File: src/rtl/rr_split_arbiter.sv
// Registered round-robin bus arbiter with one outstanding split transfer.
// Optional per-tenure hold limit and forced release is enabled by defining BUS_TIMEOUT_EN.
module rr_split_arbiter #(
  parameter int N_MASTERS = 2,
  parameter int MAX_HOLD  = 64
) (
  input  logic                         clk,
  input  logic                         rst_n,
  input  logic [N_MASTERS-1:0]         req,
  output logic [N_MASTERS-1:0]         grant,
  output logic [$clog2(N_MASTERS)-1:0] m_sel,
  output logic                         bus_busy,
  input  logic                         split,
  input  logic                         split_req,
  output logic                         split_grant,
  output logic                         split_pend,
  output logic                         timeout
);
  localparam int IW = $clog2(N_MASTERS);

  typedef enum logic {IDLE, OWNED} state_t;

  state_t               state_q;
  logic [N_MASTERS-1:0] grant_q;
  logic [IW-1:0]        owner_q;
  logic [IW-1:0]        ptr_q;
  logic [IW-1:0]        split_idx_q;
  logic                 split_grant_q;
  logic                 split_pend_q;
  logic                 split_own_q;

  logic [N_MASTERS-1:0] parked;
  logic [N_MASTERS-1:0] eligible;
  logic                 rr_found_d;
  logic [IW-1:0]        rr_idx_d;
  logic [IW-1:0]        cand;

  function automatic logic [N_MASTERS-1:0] onehot(input logic [IW-1:0] idx);
    onehot      = '0;
    onehot[idx] = 1'b1;
  endfunction

  assign parked = split_pend_q ? onehot(split_idx_q) : '0;

`ifdef BUS_TIMEOUT_EN
  localparam int HW = ($clog2(MAX_HOLD + 1) > 8) ? $clog2(MAX_HOLD + 1) : 8;

  logic [HW-1:0]        hold_q;
  logic [N_MASTERS-1:0] tmask_q;
  logic                 timeout_q;

  assign eligible = req & ~parked & ~tmask_q;
  assign timeout  = timeout_q;
`else
  localparam int unused_max_hold = MAX_HOLD;

  assign eligible = req & ~parked;
  assign timeout  = 1'b0;
`endif

  // Search starts one past the last RR winner and wraps around.
  always_comb begin
    rr_found_d = 1'b0;
    rr_idx_d   = '0;
    cand       = '0;
    for (int k = 1; k <= N_MASTERS; k++) begin
      cand = IW'((int'(ptr_q) + k) % N_MASTERS);
      if (!rr_found_d && eligible[cand]) begin
        rr_found_d = 1'b1;
        rr_idx_d   = cand;
      end
    end
  end

  always_ff @(posedge clk or negedge rst_n) begin
    if (!rst_n) begin
      state_q       <= IDLE;
      grant_q       <= '0;
      owner_q       <= '0;
      ptr_q         <= '0;
      split_idx_q   <= '0;
      split_grant_q <= 1'b0;
      split_pend_q  <= 1'b0;
      split_own_q   <= 1'b0;
`ifdef BUS_TIMEOUT_EN
      hold_q        <= '0;
      tmask_q       <= '0;
      timeout_q     <= 1'b0;
`endif
    end else begin
      split_grant_q <= 1'b0;
`ifdef BUS_TIMEOUT_EN
      timeout_q     <= 1'b0;
      tmask_q       <= tmask_q & req;
`endif
      case (state_q)
        IDLE: begin
          if (split_pend_q && split_req) begin
            // Resuming the parked master leaves the RR pointer untouched.
            grant_q       <= onehot(split_idx_q);
            owner_q       <= split_idx_q;
            split_grant_q <= 1'b1;
            split_own_q   <= 1'b1;
            state_q       <= OWNED;
`ifdef BUS_TIMEOUT_EN
            hold_q        <= HW'(1);
`endif
          end else if (rr_found_d) begin
            grant_q     <= onehot(rr_idx_d);
            owner_q     <= rr_idx_d;
            ptr_q       <= rr_idx_d;
            split_own_q <= 1'b0;
            state_q     <= OWNED;
`ifdef BUS_TIMEOUT_EN
            hold_q      <= HW'(1);
`endif
          end
        end
        OWNED: begin
          if (split && !split_pend_q) begin
            split_pend_q <= 1'b1;
            split_idx_q  <= owner_q;
            grant_q      <= '0;
            state_q      <= IDLE;
          end else if (!req[owner_q]) begin
            grant_q <= '0;
            state_q <= IDLE;
            if (split_own_q) split_pend_q <= 1'b0;
          end
`ifdef BUS_TIMEOUT_EN
          else if (hold_q == HW'(MAX_HOLD)) begin
            grant_q          <= '0;
            state_q          <= IDLE;
            timeout_q        <= 1'b1;
            tmask_q[owner_q] <= 1'b1;
            if (split_own_q) split_pend_q <= 1'b0;
          end else begin
            hold_q <= hold_q + HW'(1);
          end
`endif
        end
        default: state_q <= IDLE;
      endcase
    end
  end

  assign grant       = grant_q;
  assign m_sel       = owner_q;
  assign bus_busy    = |grant_q;
  assign split_grant = split_grant_q;
  assign split_pend  = split_pend_q;
endmodule

File: config.mk
export PLATFORM = sky130hd
export DESIGN_NAME = rr_split_arbiter
export DESIGN_NICKNAME = d
export VERILOG_FILES = /design/src/rtl/rr_split_arbiter.sv
export SDC_FILE = /design/constraint.sdc
export NUM_CORES = 1
export LEC_CHECK = 0
export ABC_CLOCK_PERIOD_IN_PS = 1500
export CORE_AREA = 10 10 47 49
export CTS_CLUSTER_DIAMETER = 60
export DETAILED_ROUTE_END_ITERATION = 8
export DIE_AREA = 0 0 57 59
export PLACE_DENSITY = 0.66
export SETUP_SLACK_MARGIN = 0.05
export SLEW_MARGIN = 0
export SYNTH_ARGS = -nofsm -noshare
export SYNTH_HDL_FRONTEND = slang
export SYNTH_SLANG_ARGS = --single-unit
File: constraint.sdc
create_clock -name clk -period 1.5 [get_ports clk]
set_input_delay 0.15 -clock clk [delete_from_list [all_inputs] [get_ports clk]]
set_output_delay 0.15 -clock clk [all_outputs]
set_load 0.02 [all_outputs]
==> results_tabular.tex, run 1 <==
\begin{tabular}{lr}
\hline
Metric & Value \\
\hline
\multicolumn{2}{l}{\textbf{Floorplan}} \\
Die area & between 0.003 and 0.004 mm\^{}2 \\
Die Height & between 50 and 60 um \\
Starting density of the core & 34.6\% \\
Placeable Area & about 0.0014 mm\^{}2 \\
Chip Width & 57 um \\
Num ports & 13 \\
Cell Rows & 14 \\
\multicolumn{2}{l}{\textbf{Route}} \\
Mean number of vias per cell & 5.13 \\
Drt first-iter violations & 8 \\
Total wirelength of the detailed-routed design & $\sim$1.2 mm \\
Router iterations before antenna repair & 4 \\
Drc violations & 0 \\
Routed vias & about 410 \\
Count of nets left with antenna violations after detail routing & 0 \\
Average wire per cell in the routed design & 14.6 um \\
\multicolumn{2}{l}{\textbf{Final layout}} \\
Fraction of layout instances using a drive strength above 1 & about a fifth \\
Number of antenna cells inserted & 0 \\
Area added between synthesis and finish & 34.1\% \\
\# fillers & $\sim$150 \\
Final nets & 70 \\
Utilization after layout & a little under half \\
\multicolumn{2}{l}{\textbf{Critical path}} \\
Max stage delay on crit path & between 0.6 and 0.7 ns \\
Critical path type & reg2out \\
Endpoint of the lowest-slack register-to-register path & m\_sel\$\_DFFE\_PN0P\_ \\
Slowest cell on the critical path & clkdlybuf4s50\_1 \\
FF-to-FF path depth & 4 \\
CP arrival & 1.25 ns \\
Crit-path cells & clkdlybuf4s50\_1 \\
Worst setup SP type & flop \\
Required time at the worst-slack endpoint & 1.35 ns \\
Top fanout value on the critical path & 3 \\
Startpoint of the most critical register-to-register path & split\_pend\$\_DFFE\_PN0P\_ \\
Register-to-Register Setup Slack & between 0.15 and 0.2 ns \\
Type of element capturing the critical path & output port \\
WP buf/inv & 1 \\
Crit path launch & grant[0]\$\_DFFE\_PN0P\_ \\
Cell class contributing the biggest share of worst-path delay & buffers and inverters \\
\multicolumn{2}{l}{\textbf{Clocking}} \\
Total CTS buffers & 3 \\
Worst-case clock buffer depth & 2 \\
Htree depth & 1 \\
Clk slew on worst S/H paths & 0.06 ns \\
Root buffer selected by CTS & clkbuf\_4 \\
Hold-fix buffer count after cts & 0 \\
Number of sinks on the clock net & 9 \\
Latest clock arrival within the worst-skew pair & 0.26 ns \\
TritonCTS clock tree & yes \\
\multicolumn{2}{l}{\textbf{Synth}} \\
Mean instance size in the synthesized netlist & between 10 and 15 um\^{}2 \\
Synthesized cell area & 484 um\^{}2 \\
Count of different cell masters after synthesis & 26 \\
Total nets after synthesis & 53 \\
Yosys warning total & 0 \\
Post-synthesis register bit count & 9 \\
Cell count after synthesis & 47 \\
Sequential share of the synthesized area & 46.5\% \\
\multicolumn{2}{l}{\textbf{Placement}} \\
Port Buffers & 11 \\
Detailed placer's ending HPWL & 912 um \\
Weighted congestion reported at the end of routability-driven placement & $\sim$0.71 \\
Worst slack at placement & -0.0594 ns \\
\multicolumn{2}{l}{\textbf{STA}} \\
Least setup slack across all paths after layout & 0.101 ns \\
Maximum achievable frequency & 715 MHz \\
Setup Skew & 0.00191 ns \\
Endpoints failing setup & 0 \\
Total count of hold-check failures in the final report & 0 \\
Final worst path period share & between 90 and 100\% \\
Setup repair after global routing missed its margin & false \\
Final critical-path required period & 1.40 ns \\
Number of max-slew violations in the final report & 0 \\
\multicolumn{2}{l}{\textbf{Global routing}} \\
Number of global-route vias before repair & approximately 430 \\
Global-route congestion overflow total & 0 \\
Number of antenna violations at the first check in global routing & 0 \\
First-pass GRT wire length & between 1.5 and 2 mm \\
Overall Global Routing Usage & slightly above 7\% \\
Maximum number of pins on one net before global-route repair & 14 \\
\multicolumn{2}{l}{\textbf{Power}} \\
Power density cells & 2020 mW/mm\^{}2 \\
P\_leak & 0.273 nW \\
Cell-internal power & 776 uW \\
Sequential fraction of design power & about two fifths \\
Switching power of the nets & around 540 uW \\
Maximum ir drop on the vdd rail & approximately 980 uV \\
Share of total power consumed by net switching & 40.9\% \\
Comb pwr share & 47.2\% \\
Clock network fraction of design power & between 10\% and 20\% \\
\multicolumn{2}{l}{\textbf{Worst hold path}} \\
Hold crit path type & in2async \\
\multicolumn{2}{l}{\textbf{Status}} \\
Status & finished, final reports clean \\
\multicolumn{2}{l}{\textbf{Run}} \\
Max capacitance violation total & 0 \\
\hline
\end{tabular}
## metrics by stage
step,power [mW],hold WS (ns),setup TNS [ns],instance area (um^2),cells
2_1_floorplan,0.910,-0.146,0,484,47
3_3_place_gp,1.16,0.475,0,624,75
3_5_place_dp,1.17,0.475,-0.100,624,75
4_1_cts,1.34,0.189,0,648,79
5_1_grt,1.42,0.187,0,649,79
6_report,1.31,0.191,0,649,79
## flip-flops by register name, summed over array words and instances, names as in the netlist
| signal | cells |
|---|---|
| grant | 2 |
| m_sel | 1 |
| ptr_q | 1 |
| split_grant | 1 |
| split_idx_q | 1 |
| split_own_q | 1 |
| split_pend | 1 |
| state_q | 1 |
## kinds of logic (layout without fill, tap and decap cells)
family	count (synthesis)	in the layout	share of synthesized area, %
AO/OA/AOI/OAI	11	11	13.7
multiplexers	3	3	6.46
other	1	1	0.774
buffers and inverters	3	19	3.36
AND/OR/NAND/NOR	20	20	29.2
flip-flops	9	9	46.5
## Yosys cell counts
cell type,number,area (um^2)
dfrtp_1,9,225
nand2_1,5,18.8
a21oi_1,3,15.0
o21ai_0,3,15.0
and3_1,2,12.5
mux2i_1,2,20.0
nand3_1,2,10.0
nor2_1,2,7.51
nor3_1,2,10.0
a211oi_1,1,7.51
a31oi_1,1,6.26
a41oi_1,1,8.76
buf_2,1,5.00
buf_4,1,7.51
conb_1,1,3.75
inv_1,1,3.75
mux2_2,1,11.3
nand2b_1,1,6.26
nand3b_1,1,7.51
nor4_4,1,21.3
nor4b_2,1,15.0
nor4bb_1,1,10.0
nor4bb_2,1,16.3
o21a_1,1,7.51
o22ai_1,1,6.26
or2_2,1,6.26
## worst max-delay path by stage
stage / endpoint / slack, ns / depth (start not counted)
floorplan: m_sel$_DFFE_PN0P_ / 0.17 / 5
global placement: m_sel$_DFFE_PN0P_ / 0.001 / 5
detailed placement: m_sel$_DFFE_PN0P_ / -0.06 / 5
CTS: bus_busy / 0.08 / 2
global route: bus_busy / 0.07 / 2
finish: grant[0] / 0.10 / 1
## power groups by stage
stage,Clock (mW),Sequential (mW),Combinational [mW]
after floorplan,0,0.521,0.389
after global placement,0,0.510,0.646
after detailed placement,0,0.515,0.656
after CTS,0.197,0.512,0.627
after global routing,0.210,0.535,0.676
final,0.185,0.509,0.619
## routing by layer
layer / up-vias / global-route usage (%) / wire length [um]
li1: 206 / - / -
met1: 190 / 7.52 / 535
met2: 9 / 11.2 / 532
met3: 0 / 5.15 / 88
met4: 0 / 3.02 / 0
met5: - / 0 / 0
## layout by cell type (no fill, tap or decap), types with 2 or more instances in the layout
cell type        count
a21oi_1              3
and3_1               2
buf_4                3
clkbuf_4             3
clkdlybuf4s50_1      8
dfrtp_1              8
dlygate4sd2_1        2
mux2i_1              2
nand2_1              5
nand3_1              2
nor2_1               2
nor3_1               2
o21ai_0              3
## final cells by class
class	instances	area [um^2]	share of cell area, %
Multi-Input combinational cell	35	243	37.4
Sequential cell	9	226	34.9
Timing Repair Buffer	14	130	20.0
Clock buffer	4	26.3	4.05
Tap cell	16	20.0	3.08
Inverter	1	3.75	0.578
## what timing repair did
item,4_1_cts,5_1_grt
pin swaps,0,1
endpoints found under the setup margin,5,2
resized for setup,4,1
setup buffers,0,0
No activity file was read; power rests on OpenSTA's default activity.
==> run 2, diff against run 1 <==
--- a/config.mk
+++ b/config.mk
@@ -5,6 +5,7 @@
 export SDC_FILE = /design/constraint.sdc
 export NUM_CORES = 1
 export LEC_CHECK = 0
+export ABC_AREA = 1
 export ABC_CLOCK_PERIOD_IN_PS = 1500
 export CORE_AREA = 10 10 47 49
 export CTS_CLUSTER_DIAMETER = 60
==> results_tabular.tex, run 2 <==
\begin{tabular}{lr}
\hline
Metric & Value \\
\hline
\multicolumn{2}{l}{\textbf{Synth}} \\
Yosys warning total & 0 \\
Mean instance size in the synthesized netlist & between 7 and 8 um\^{}2 \\
Cell count after synthesis & 68 \\
Asr flop ratio synth & 100\% \\
Post-synthesis register bit count & 9 \\
Synth top area cells & dfrtp\_1 46\%, nand2\_1 20\%, inv\_1 6.9\% \\
Total nets after synthesis & between 70 and 80 \\
Most frequently used cell type in the post-synthesis netlist & nand2\_1 \\
Sequential share of the synthesized area & a little under half \\
Post-synth top area cell & dfrtp\_1 \\
Post-synth top cells & 26 x nand2\_1, 9 x dfrtp\_1, 9 x inv\_1 \\
Main flop type after synthesis & dfrtp\_1 \\
Synthesized cell area & 489 um\^{}2 \\
Count of different cell masters after synthesis & 17 \\
Number of synthesized flops with an enable pin & 0 \\
Proportion of netlist area held by the largest area contributor & 46.0\% \\
\multicolumn{2}{l}{\textbf{Power}} \\
Share of total power consumed by net switching & around 44\% \\
Overall power consumption & approximately 1.3 mW \\
P\_leak & $\sim$0.35 nW \\
Power density cells & roughly 2000 mW/mm\^{}2 \\
Switching power of the nets & about 550 uW \\
Maximum ir drop on the vdd rail & between 800 and 900 uV \\
Comb pwr share & 49.3\% \\
Cell-internal power & 700 uW \\
Sequential fraction of design power & 35.9\% \\
Clock network fraction of design power & 14.8\% \\
\multicolumn{2}{l}{\textbf{STA}} \\
Least setup slack across all paths after layout & slightly above 0.1 ns \\
Setup repair after global routing missed its margin & false \\
Maximum achievable frequency & a little over 700 MHz \\
Final worst path period share & a little over 90\% \\
Total count of hold-check failures in the final report & 0 \\
Endpoints failing setup & 0 \\
Setup Skew & around 0.00016 ns \\
Final critical-path required period & $\sim$1.4 ns \\
Number of max-slew violations in the final report & 0 \\
Final total negative setup slack & 0 ns \\
\multicolumn{2}{l}{\textbf{Global routing}} \\
Overall Global Routing Usage & between 6 and 7\% \\
Number of antenna violations at the first check in global routing & 0 \\
First-pass GRT wire length & around 1.8 mm \\
Global-route congestion overflow total & 0 \\
Number of global-route vias before repair & approximately 430 \\
Maximum number of pins on one net before global-route repair & 10 \\
\multicolumn{2}{l}{\textbf{Critical path}} \\
WP buf/inv & 1 \\
Crit-path cells & or2\_2 -> dlygate4sd2\_1 \\
Max stage delay on crit path & 0.38 ns \\
Required time at the worst-slack endpoint & 1.35 ns \\
Critical path type & reg2out \\
Type of element capturing the critical path & output port \\
CP arrival & 1.25 ns \\
Cell class contributing the biggest share of worst-path delay & flip-flops \\
Slowest cell on the critical path & dfrtp\_1 \\
Top fanout value on the critical path & 3 \\
Worst setup SP type & flop \\
\multicolumn{2}{l}{\textbf{Final layout}} \\
Final nets & between 80 and 90 \\
Largest register FFs & 2 \\
Fraction of layout instances using a drive strength above 1 & approximately 15\% \\
Number of antenna cells inserted & 0 \\
Utilization after layout & 45.2\% \\
Most frequent standard cell in the layout excluding fill and tap cells & nand2\_1 \\
Top library cells by usage in the layout, fill and taps aside & 26 x nand2\_1, 9 x inv\_1, 9 x dfrtp\_1 \\
Area added between synthesis and finish & 29.4\% \\
\multicolumn{2}{l}{\textbf{Floorplan}} \\
Chip Width & $\sim$57 um \\
Placeable Area & $\sim$0.0014 mm\^{}2 \\
Cell Rows & 14 \\
Die Height & between 50 and 60 um \\
Starting density of the core & about a third \\
Num ports & 13 \\
Die area & between 0.003 and 0.004 mm\^{}2 \\
\multicolumn{2}{l}{\textbf{Worst hold path}} \\
Hold crit path type & in2async \\
\multicolumn{2}{l}{\textbf{Clocking}} \\
Total setup buffers inserted after CTS & 0 \\
Number of sinks on the clock net & 9 \\
Worst-case clock buffer depth & 2 \\
Number of gates resized after cts & 2 \\
TritonCTS clock tree & yes \\
Total CTS buffers & 3 \\
Hold-fix buffer count after cts & 0 \\
Clk slew on worst S/H paths & 0.06 ns \\
Htree depth & 1 \\
Latest clock arrival within the worst-skew pair & roughly 0.25 ns \\
Root buffer selected by CTS & clkbuf\_4 \\
\multicolumn{2}{l}{\textbf{Placement}} \\
Port Buffers & 11 \\
Worst slack at placement & between 0.15 and 0.2 ns \\
Detailed placer's ending HPWL & 861 um \\
Weighted congestion reported at the end of routability-driven placement & roughly 0.80 \\
\multicolumn{2}{l}{\textbf{Route}} \\
Router iterations before antenna repair & 4 \\
Routed vias & between 400 and 500 \\
Drt first-iter violations & 3 \\
Drc violations & 0 \\
Total wirelength of the detailed-routed design & 1.05 mm \\
Average wire per cell in the routed design & between 10 and 15 um \\
Count of nets left with antenna violations after detail routing & 0 \\
Mean number of vias per cell & approximately 4.3 \\
\multicolumn{2}{l}{\textbf{Run}} \\
Max capacitance violation total & 0 \\
\multicolumn{2}{l}{\textbf{Status}} \\
Status & finished, final reports clean \\
\hline
\end{tabular}
## run 2: path summary, 6_finish.rpt
kind / slack [ns] / from / cells past startpoint / end
max in group asynchronous: 1.03 / rst_n / 1 / split_idx_q$_DFFE_PN0P_
hold / removal: 0.19 / rst_n / 1 / m_sel$_DFFE_PN0P_
min in group clk: 0.50 / grant[1]$_DFFE_PN0P_ / 2 / grant[1]$_DFFE_PN0P_
hold reg to reg: 0.50 / grant[1]$_DFFE_PN0P_ / 2 / grant[1]$_DFFE_PN0P_
setup / recovery: 0.10 / grant[1]$_DFFE_PN0P_ / 2 / bus_busy
setup reg to reg: 0.40 / split_pend$_DFFE_PN0P_ / 7 / grant[1]$_DFFE_PN0P_
## run 2: stage by stage
step | hold slack (ns) | area [um^2] | instances
after floorplan | -0.146 | 489 | 68
after global placement | 0.470 | 607 | 93
after detailed placement | 0.478 | 607 | 93
after CTS | 0.198 | 631 | 97
after global routing | 0.195 | 633 | 97
final | 0.189 | 633 | 97
## run 2: cell families after synthesis
family	synth area share (%)
compound gates	4.09
buf+inv	10.2
flops	46.0
other cells	0.767
simple gates	38.9
## run 2: layout make-up
class / instances / area (um^2)
Clock buffer: 4 / 26.3
Timing Repair Buffer: 11 / 110
Fill cell: 152 / 768
Multi-Input combinational cell: 47 / 214
Sequential cell: 9 / 225
Inverter: 10 / 37.5
Tap cell: 16 / 20.0
## run 2: power groups by stage
| stage | sequential [mW] | combinational, mW | clock (mW) |
|---|---|---|---|
| 2_1_floorplan | 0.480 | 0.393 | 0 |
| 3_3_place_gp | 0.452 | 0.642 | 0 |
| 3_5_place_dp | 0.456 | 0.647 | 0 |
| 4_1_cts | 0.451 | 0.629 | 0.195 |
| 5_1_grt | 0.469 | 0.706 | 0.210 |
| 6_report | 0.449 | 0.616 | 0.185 |
## run 2: metal layers
layer | GRT usage, % | wire length (um) | vias to the layer above
met2 | 10.7 | 518 | 4
li1 | - | - | 229
met1 | 7.71 | 480 | 181
met3 | 1.72 | 37 | 2
met4 | 6.04 | 13 | 0
met5 | 0 | 0 | -
